## src/rtl/alu_pkg.sv

```systemverilog
// Shared encodings for the ALU/MDU control path: alu_op classes, alu_ctrl words
// and the sequencer state type.
package alu_pkg;

  localparam logic [1:0] S_T = 2'b00;
  localparam logic [1:0] B_T = 2'b01;
  localparam logic [1:0] R_T = 2'b10;
  localparam logic [1:0] I_T = 2'b11;

  localparam logic [4:0] ALU_ADD    = 5'b00000;
  localparam logic [4:0] ALU_SUB    = 5'b00001;
  localparam logic [4:0] ALU_AND    = 5'b00010;
  localparam logic [4:0] ALU_OR     = 5'b00011;
  localparam logic [4:0] ALU_XOR    = 5'b00100;
  localparam logic [4:0] ALU_SLT    = 5'b00101;
  localparam logic [4:0] ALU_SLTU   = 5'b00110;
  localparam logic [4:0] ALU_SLL    = 5'b00111;
  localparam logic [4:0] ALU_SRL    = 5'b01000;
  localparam logic [4:0] ALU_SRA    = 5'b01001;
  localparam logic [4:0] MDU_MUL    = 5'b10000;
  localparam logic [4:0] MDU_MULH   = 5'b10001;
  localparam logic [4:0] MDU_MULHSU = 5'b10010;
  localparam logic [4:0] MDU_MULHU  = 5'b10011;
  localparam logic [4:0] MDU_DIV    = 5'b10100;
  localparam logic [4:0] MDU_DIVU   = 5'b10101;
  localparam logic [4:0] MDU_REM    = 5'b10110;
  localparam logic [4:0] MDU_REMU   = 5'b10111;

  typedef enum logic [1:0] {
    IDLE = 2'b00,
    BUSY = 2'b01,
    DONE = 2'b10
  } state_e;

endpackage

```

## src/rtl/alu_op_decode.sv

```systemverilog
// Combinational decode of alu_op/func3/func7 into the 5-bit ALU/MDU control word.
module alu_op_decode
  import alu_pkg::*;
#(
  parameter int EN_M = 1
) (
  input  logic [1:0] alu_op,
  input  logic [2:0] func3,
  input  logic [1:0] func7,
  output logic [4:0] ctrl,
  output logic       illegal,
  output logic       is_mdu,
  output logic       is_div
);

  always_comb begin
    ctrl    = ALU_ADD;
    illegal = 1'b0;
    case (alu_op)
      S_T: ctrl = ALU_ADD;
      B_T: ctrl = ALU_SUB;
      R_T: begin
        case (func7)
          2'b00: begin
            case (func3)
              3'b000:  ctrl = ALU_ADD;
              3'b001:  ctrl = ALU_SLL;
              3'b010:  ctrl = ALU_SLT;
              3'b011:  ctrl = ALU_SLTU;
              3'b100:  ctrl = ALU_XOR;
              3'b101:  ctrl = ALU_SRL;
              3'b110:  ctrl = ALU_OR;
              default: ctrl = ALU_AND;
            endcase
          end
          2'b10: begin
            if (func3 == 3'b000)      ctrl = ALU_SUB;
            else if (func3 == 3'b101) ctrl = ALU_SRA;
            else                      illegal = 1'b1;
          end
          2'b01: begin
            if (EN_M != 0) ctrl = {2'b10, func3};
            else           illegal = 1'b1;
          end
          default: illegal = 1'b1;
        endcase
      end
      default: begin
        // I-type: func7[1] selects arithmetic shift; func7[0] is an immediate bit
        case (func3)
          3'b000: ctrl = ALU_ADD;
          3'b010: ctrl = ALU_SLT;
          3'b011: ctrl = ALU_SLTU;
          3'b100: ctrl = ALU_XOR;
          3'b110: ctrl = ALU_OR;
          3'b111: ctrl = ALU_AND;
          3'b001: begin
            if (func7[1]) illegal = 1'b1;
            else          ctrl = ALU_SLL;
          end
          default: ctrl = func7[1] ? ALU_SRA : ALU_SRL;
        endcase
      end
    endcase
  end

  assign is_mdu = ctrl[4];
  assign is_div = ctrl[4] & ctrl[2];

endmodule

```

## src/rtl/alu_op_sequencer.sv

```systemverilog
// ALU/MDU op sequencer: decodes the request, latches the control word and
// sequences multi-cycle M ops through a start/done handshake.
module alu_op_sequencer
  import alu_pkg::*;
#(
  parameter int EN_M    = 1,
  parameter int MUL_LAT = 4,
  parameter int DIV_LAT = 32,
  parameter int CTRL_W  = 5
) (
  input  logic              clk,
  input  logic              rst,
  input  logic              req_valid,
  output logic              req_ready,
  input  logic              abort,
  input  logic [1:0]        alu_op,
  input  logic [2:0]        func3,
  input  logic [1:0]        func7,
  input  logic              div_by_zero,
  output logic [CTRL_W-1:0] alu_ctrl,
  output logic              mdu_start,
  output logic              busy,
  output logic              done,
  output logic              illegal
);

  localparam int MAX_LAT = (MUL_LAT > DIV_LAT) ? MUL_LAT : DIV_LAT;
  localparam int CNT_W   = $clog2(MAX_LAT + 1);
  localparam logic [CNT_W-1:0] MUL_CNT = CNT_W'(MUL_LAT - 1);
  localparam logic [CNT_W-1:0] DIV_CNT = CNT_W'(DIV_LAT - 1);

  state_e           state;
  logic [CNT_W-1:0] count;
  logic [4:0]       dec_ctrl;
  logic             dec_illegal;
  logic             dec_is_mdu;
  logic             dec_is_div;

  alu_op_decode #(.EN_M(EN_M)) u_decode (
    .alu_op  (alu_op),
    .func3   (func3),
    .func7   (func7),
    .ctrl    (dec_ctrl),
    .illegal (dec_illegal),
    .is_mdu  (dec_is_mdu),
    .is_div  (dec_is_div)
  );

  always_ff @(posedge clk or posedge rst) begin
    if (rst) begin
      state     <= IDLE;
      alu_ctrl  <= CTRL_W'(ALU_ADD);
      mdu_start <= 1'b0;
      done      <= 1'b0;
      illegal   <= 1'b0;
      count     <= '0;
    end else begin
      mdu_start <= 1'b0;
      done      <= 1'b0;
      if (abort) begin
        state   <= IDLE;
        count   <= '0;
        illegal <= 1'b0;
      end else begin
        case (state)
          IDLE: begin
            if (req_valid) begin
              alu_ctrl <= CTRL_W'(dec_ctrl);
              illegal  <= dec_illegal;
              // Division by zero has an architecturally fixed result; skip the MDU
              if (dec_is_mdu && !(dec_is_div && div_by_zero)) begin
                mdu_start <= 1'b1;
                count     <= dec_is_div ? DIV_CNT : MUL_CNT;
                state     <= BUSY;
              end else begin
                done  <= 1'b1;
                state <= DONE;
              end
            end
          end
          BUSY: begin
            if (count == '0) begin
              done  <= 1'b1;
              state <= DONE;
            end else begin
              count <= count - 1'b1;
            end
          end
          default: state <= IDLE;
        endcase
      end
    end
  end

  assign busy      = (state != IDLE);
  assign req_ready = (state == IDLE);

endmodule

```

## config.mk

```make
export PLATFORM = sky130hd
export DESIGN_NAME = alu_op_sequencer
export DESIGN_NICKNAME = d
export VERILOG_FILES = /design/src/rtl/alu_pkg.sv /design/src/rtl/alu_op_decode.sv /design/src/rtl/alu_op_sequencer.sv
export SDC_FILE = /design/constraint.sdc
export NUM_CORES = 1
export LEC_CHECK = 0
export CAP_MARGIN = 20
export CELL_PAD_IN_SITES_DETAIL_PLACEMENT = 2
export CELL_PAD_IN_SITES_GLOBAL_PLACEMENT = 2
export CORE_UTILIZATION = 28
export CTS_CLUSTER_DIAMETER = 100
export DETAILED_ROUTE_END_ITERATION = 8
export PLACE_DENSITY_LB_ADDON = 0.15
export SLEW_MARGIN = 0
export SYNTH_ARGS = -nofsm -noshare
export SYNTH_HDL_FRONTEND = slang
export SYNTH_SLANG_ARGS = --single-unit
```

## constraint.sdc

```tcl
create_clock -name clk -period 1.44 [get_ports clk]
set_input_delay 0.288 -clock clk [delete_from_list [all_inputs] [get_ports clk]]
set_output_delay 0.288 -clock clk [all_outputs]
set_load 0.05 [all_outputs]
```

==> results of run 1 <==
## state kept, by name, summed over array words and instances (netlist names)
name	flops
count	6
state	2
illegal	1
mdu_start	1
done	1
alu_ctrl	5
## layout make-up
| class | count | area (um^2) |
|---|---|---|
| fill | 425 | 1920 |
| multi-input combinational | 111 | 1010 |
| timing repair buffer | 66 | 671 |
| tap | 50 | 62.6 |
| inverter | 6 | 22.5 |
| sequential | 16 | 403 |
| clock buffer | 4 | 55.1 |
## metal layers
metal	vias up	global-route usage	wire, um	part of all wire
li1	656	-	-	-
met1	722	0.301	2480	0.45
met2	37	0.403	2750	0.50
met3	11	0.0296	180	0.033
met4	0	0.0587	82	0.015
met5	-	0	0	0
## power groups by stage
stage / Clock (mW) / Combinational [mW] / Sequential (mW)
floorplan: 0 / 0.149 / 0.554
global placement: 0 / 0.424 / 0.502
detailed placement: 0 / 0.441 / 0.503
CTS: 0.423 / 0.466 / 0.495
global route: 0.445 / 0.549 / 0.499
finish: 0.418 / 0.519 / 0.498
## worst max-delay path: cells and delay by family (launching register included)
kind | cells | cell delay, ps
AOI/OAI and AO/OA | 3 | 590
DFF | 1 | 380
buffers and inverters | 2 | 290
adders and majority gates | 1 | 170
and+or+nand+nor | 1 | 140
## cell families (layout without fill, tap and decap cells)
| family | after synthesis | after routing | share of synthesized area |
|---|---|---|---|
| simple gates | 61 | 61 | 0.293 |
| buf+inv | 15 | 76 | 0.0629 |
| fa+ha+maj | 2 | 2 | 0.0200 |
| flops | 16 | 16 | 0.320 |
| xor+xnor | 1 | 1 | 0.00699 |
| mux | 2 | 2 | 0.0210 |
| compound gates | 45 | 45 | 0.277 |
## through the flow
| step | TNS [ps] | hold WS, ps |
|---|---|---|
| after floorplan | -228 | 202 |
| after global placement | -6260 | 498 |
| after detailed placement | -6980 | 532 |
| after CTS | -816 | 369 |
| after global routing | -2440 | 410 |
| final | -1670 | 354 |
## cell usage in the layout, fill, tap and decap left out, types with 2 or more instances in the layout
| cell type | instances |
|---|---|
| buf_12 | 10 |
| nor4b_1 | 2 |
| o21ai_2 | 2 |
| o21ai_1 | 4 |
| dfrtp_1 | 14 |
| nor2b_1 | 2 |
| nand2_1 | 6 |
| nor2_1 | 12 |
| o22ai_2 | 2 |
| or4b_4 | 2 |
| inv_1 | 3 |
| a21oi_2 | 4 |
| nand3b_1 | 2 |
| inv_2 | 3 |
| o211ai_2 | 3 |
| nor2_4 | 3 |
| o31ai_1 | 2 |
| nand2b_1 | 5 |
| a31oi_2 | 2 |
| nor3_4 | 3 |
| o211ai_1 | 6 |
| nor3_1 | 5 |
| o2111ai_1 | 2 |
| clkbuf_8 | 4 |
| dlygate4sd2_1 | 7 |
| dfrtp_2 | 2 |
| a21oi_1 | 3 |
| buf_4 | 37 |
| clkdlybuf4s50_1 | 2 |
| buf_6 | 7 |
## path summary, 6_finish.rpt
| path | start | end | slack [ps] | cells past startpoint |
|---|---|---|---|---|
| max in group asynchronous | rst | state[0] | 880 | 3 |
| hold reg to reg | state[1] | done | 540 | 1 |
| hold / removal | rst | count[0] | 350 | 3 |
| min in group clk | state[1] | done | 540 | 1 |
| setup / recovery | count[1] | count[4] | -200 | 7 |
| setup reg to reg | count[1] | count[4] | -200 | 7 |
## timing repair
action	CTS	global route
buffers inserted	5	6
gates resized for setup	40	33
endpoints found under the setup margin	18	18
pin swaps	9	13
==> impl_metrics.json, run 1 <==
{
  "final_cells": 253,
  "switchingPower_uw": 476,
  "postRouteWirelength_um": 5500,
  "place_congestion": 0.847,
  "p_clk_frac": 0.291,
  "p_total_mw": 1.43,
  "synth_commonest_cells": "dfrtp_1, nor2_1, nor3_1, a21oi_1, nand2_1",
  "slew_headroom": 0.731,
  "p_seq_frac": 0.347,
  "drt-initial-drc-count": 57,
  "placed_cell_area_um2": 1850,
  "clkSlewWorstSetupHoldPaths_ps": 80,
  "clock_tree.buffer_depth": 2,
  "worstSkewPairLatency_ps": 260,
  "drtPass1Iterations": 4,
  "viasPerCell": 5.64,
  "ys_seq_area_frac": 0.320,
  "grt-ovfl-total": 0,
  "syn_area_um2": 1250,
  "clkSinkCount": 16,
  "synth_seq_cells": 16,
  "design_area_um2": 2220,
  "die-area_um2": 4740,
  "drc": 0,
  "antenna_found_initial": 0,
  "cts-htree-levels": 1,
  "grt_use_total": 0.232,
  "period_share": 1.14,
  "worstPathCellList": "inv_2, ha_4, nor2b_4, a2111oi_4, buf_4, o22ai_2, o211ai_2",
  "holdBufCountCts": 0,
  "grt_pass1_vias": 1537,
  "drive_gt1_frac": 0.542,
  "clock-root-buffer": "clkbuf_8",
  "synth.area.top_cells": "dfrtp_1, nor2_1, nor3_1",
  "yosysTopAreaCell": "dfrtp_1",
  "combinationalPowerShare": 0.362,
  "skew_ps": 9.17,
  "drv_slew": 0,
  "synth_edf_count": 0,
  "synth_fp_nets": 156,
  "rows": 23,
  "yosys.cell_types.count": 46,
  "fp.dieH_um": 68.9,
  "initial_utilization": 0.302,
  "vdd_ir_drop_max_v": 0.000249,
  "min_path_type": "primary input to asynchronous set/reset pin",
  "violations": "negative setup slack",
  "async_flop_share": 1.00,
  "num_vias": 1426,
  "diodes": 0,
  "finalSetupViolCount": 14,
  "synthFlopType": "dfrtp_1",
  "min_period_ps": 1640,
  "status": "finished with violations",
  "power_density_nw_per_um2": 646,
  "cp_slowest_cell": "dfrtp_1",
  "worst-endpoint-arrival_ps": 1830,
  "max_freq_ghz": 0.610,
  "coreArea_um2": 4140,
  "area.growth.synth_to_final_pct": 77.2,
  "hold_viol": 0,
  "synth_area_per_cell_um2": 8.82,
  "die_w_um": 68.9,
  "yosysWarningCount": 0,
  "cts_buffers": 3,
  "synth_most_common_cell": "dfrtp_1",
  "drv_cap": 0,
  "synthCells": 142,
  "grt_max_degree": 17,
  "worstPathMaxFanout": 5,
  "hpwl_um": 3560,
  "ant_nets": 0,
  "intPower_uw": 959,
  "tightest_slew_ps": 401,
  "synth_top_area_frac": 0.320,
  "fin_ws_ps": -200,
  "cp.required_ps": 1630,
  "criticalPathCategory": "flip-flop to flip-flop",
  "grt_pass1_wl_um": 7890,
  "rsz0062_at_grt": "true",
  "final_core_util": 0.536,
  "place_ws_ps": -550,
  "cp-start-kind": "flip-flop",
  "critPathCaptureType": "flip-flop",
  "fin_nets": 218,
  "worst_path_largest_cell_delay_ps": 380,
  "wl_per_cell_um": 21.7,
  "sw_frac_of_total": 0.332,
  "io_buffers": 21,
  "io_pins": 22,
  "p_leak_nw": 1.01,
  "numPlacedInstances": 239,
  "cts_tree": "done"
}
No activity file was read; power rests on OpenSTA's default activity.
==> run 2: changes to the inputs <==
- PLACE_DENSITY_LB_ADDON: 0.15 -> 0.1
- SYNTH_HIERARCHICAL: default -> 1
==> impl_metrics.json, run 2 <==
{
  "status": "finished with violations",
  "violations": "negative setup slack",
  "criticalPathCategory": "flip-flop to primary output",
  "max_freq_ghz": 0.681,
  "cp.required_ps": 1150,
  "cp-start-kind": "flip-flop",
  "p_seq_frac": 0.326,
  "drc": 0,
  "drv_cap": 0,
  "synth_edf_count": 0,
  "intPower_mw": 1.05,
  "worstPathMaxFanout": 3,
  "layout_commonest_cell": "buf_4",
  "largest_register_ff_count": 6,
  "drive_gt1_frac": 0.576,
  "hold_slack_ps": 415,
  "hold_viol": 0,
  "clock_tree.buffer_depth": 2,
  "viasPerCell": 5.41,
  "worstSkewPairLatency_ps": 260,
  "yosysTopAreaCell": "dfrtp_1",
  "grt.met1_usage": 0.260,
  "r2r-start": "state[0]",
  "reg_top3": "count: 6 flops, alu_ctrl: 5 flops, state: 2 flops",
  "drv_slew": 0,
  "coreArea_um2": 4030,
  "synth.area.top_cells": "dfrtp_1, mux2_1, nor2_1",
  "skew_ps": 3.73,
  "slew_headroom": 0.757,
  "use_met3": 0.0377,
  "tightest_slew_ps": 364,
  "grt_pass1_vias": 1445,
  "syn_area_um2": 1180,
  "io_pins": 22,
  "fp.dieH_um": 66.9,
  "area.growth.synth_to_final_pct": 86.2,
  "min_period_ps": 1470,
  "hpwl_um": 3460,
  "holdBufCountCts": 0,
  "yosysWarningCount": 6,
  "synth_top_area_frac": 0.340,
  "crit_start": "state[0]",
  "cts_tree": "done",
  "ant_nets": 0,
  "synthFlopType": "dfrtp_1",
  "rows": 23,
  "top_register": "count",
  "synth_area_per_cell_um2": 8.86,
  "min_path_type": "primary input to asynchronous set/reset pin",
  "grt_pass1_wl_um": 7710,
  "fin_nets": 218,
  "grt_max_degree": 17,
  "cp_slowest_cell": "dfrtp_2",
  "path_buf_inv": 3,
  "yosys.cell_types.count": 48,
  "combinationalPowerShare": 0.412,
  "grt_use_total": 0.240,
  "cts-htree-levels": 1,
  "worst-endpoint-arrival_ps": 1180,
  "power_density_nw_per_um2": 734,
  "clkSlewWorstSetupHoldPaths_ps": 70,
  "synth_fp_nets": 147,
  "die_w_um": 66.9,
  "grt-ovfl-total": 0,
  "cts_buffers": 3,
  "synth_seq_cells": 16,
  "synth_commonest_cells": "dfrtp_1, nor2_1, inv_1",
  "top_usage_layer": "met2",
  "rsz0062_at_grt": "true",
  "switchingPower_uw": 560,
  "vdd_ir_drop_max_v": 0.000595,
  "fin_ws_ps": -27.7,
  "diodes": 0,
  "initial_utilization": 0.293,
  "drtPass1Iterations": 4,
  "wl_per_cell_um": 22.6,
  "finalSetupViolCount": 4,
  "p_leak_nw": 0.956,
  "worst_path_largest_cell_delay_ps": 440,
  "place_ws_ps": -629,
  "critPathCaptureType": "primary output",
  "synthCells": 133,
  "postRouteWirelength_um": 5720,
  "use_met2": 0.485,
  "critPathTopFamily": "flip-flops",
  "period_share": 1.02,
  "synth_most_common_cell": "dfrtp_1",
  "antenna_found_initial": 0,
  "final_cell_mix": "buf_4, dfrtp_1, nor2_1",
  "sw_frac_of_total": 0.348,
  "ys_seq_area_frac": 0.340,
  "drt-initial-drc-count": 45,
  "p_clk_frac": 0.262,
  "die-area_um2": 4470,
  "clkSinkCount": 16,
  "clock-root-buffer": "clkbuf_8",
  "async_flop_share": 1.00,
  "num_vias": 1368,
  "place_congestion": 0.797,
  "worstPathCellList": "nor2_4, buf_6, inv_4, buf_12",
  "io_buffers": 21,
  "p_total_mw": 1.61
}
run 2: area by class of cell:
class	instances	area, um^2
Fill cell	402	1830
Multi-Input combinational cell	104	943
Timing Repair Buffer	71	698
Sequential cell	16	403
Tap cell	50	62.6
Clock buffer	4	55.1
Inverter	8	32.5
run 2: worst paths after layout:
kind,cells after the start,end,slack [ps]
worst max-delay path,4,busy,-30
worst min-delay path,3,count[5],420
worst max register to register,5,alu_ctrl[3],-20
worst min register to register,1,alu_ctrl[2],560
max in group asynchronous,3,state[0],820
min in group clk,4,illegal,520
run 2: cells by family after synthesis:
group,count (synthesis),synth area share
compound gates,36,0.246
xor+xnor,1,0.00743
fa+ha+maj,2,0.0212
buf+inv,13,0.0499
flops,16,0.340
simple gates,60,0.288
mux,5,0.0478
run 2: through the flow:
stage	TNS [ps]	instances	utilization	area (um^2)
2_1_floorplan	-342	133	-	1240
3_3_place_gp	-6500	235	0.458	1850
3_5_place_dp	-7230	235	0.458	1850
4_1_cts	-50.4	246	0.511	2060
5_1_grt	-597	253	0.545	2190
6_report	-59.3	253	0.545	2190
run 2: timing repair:
item / in CTS / in global routing
setup buffers: 8 / 7
setup endpoints to repair: 16 / 16
resized for setup: 41 / 25
pin swaps: 10 / 9
endpoints found under the hold margin: 0 / 0
run 2: worst min-delay path: stages:
cell and delay (ps):
clkdlybuf4s50_1 420, inv_1 90, buf_4 250
run 2: routing by layer:
layer  share of wire  routed length [um]
met5               0                   0
met4           0.037                 212
met3           0.032                 184
met2            0.54                3060
met1            0.40                2260
run 2: power by group through the flow:
stage	Clock [mW]	Sequential, mW	Combinational [mW]
global route	0.457	0.528	0.695
global placement	0	0.531	0.526
finish	0.422	0.525	0.663
CTS	0.427	0.523	0.598
floorplan	0	0.596	0.192
detailed placement	0	0.533	0.546
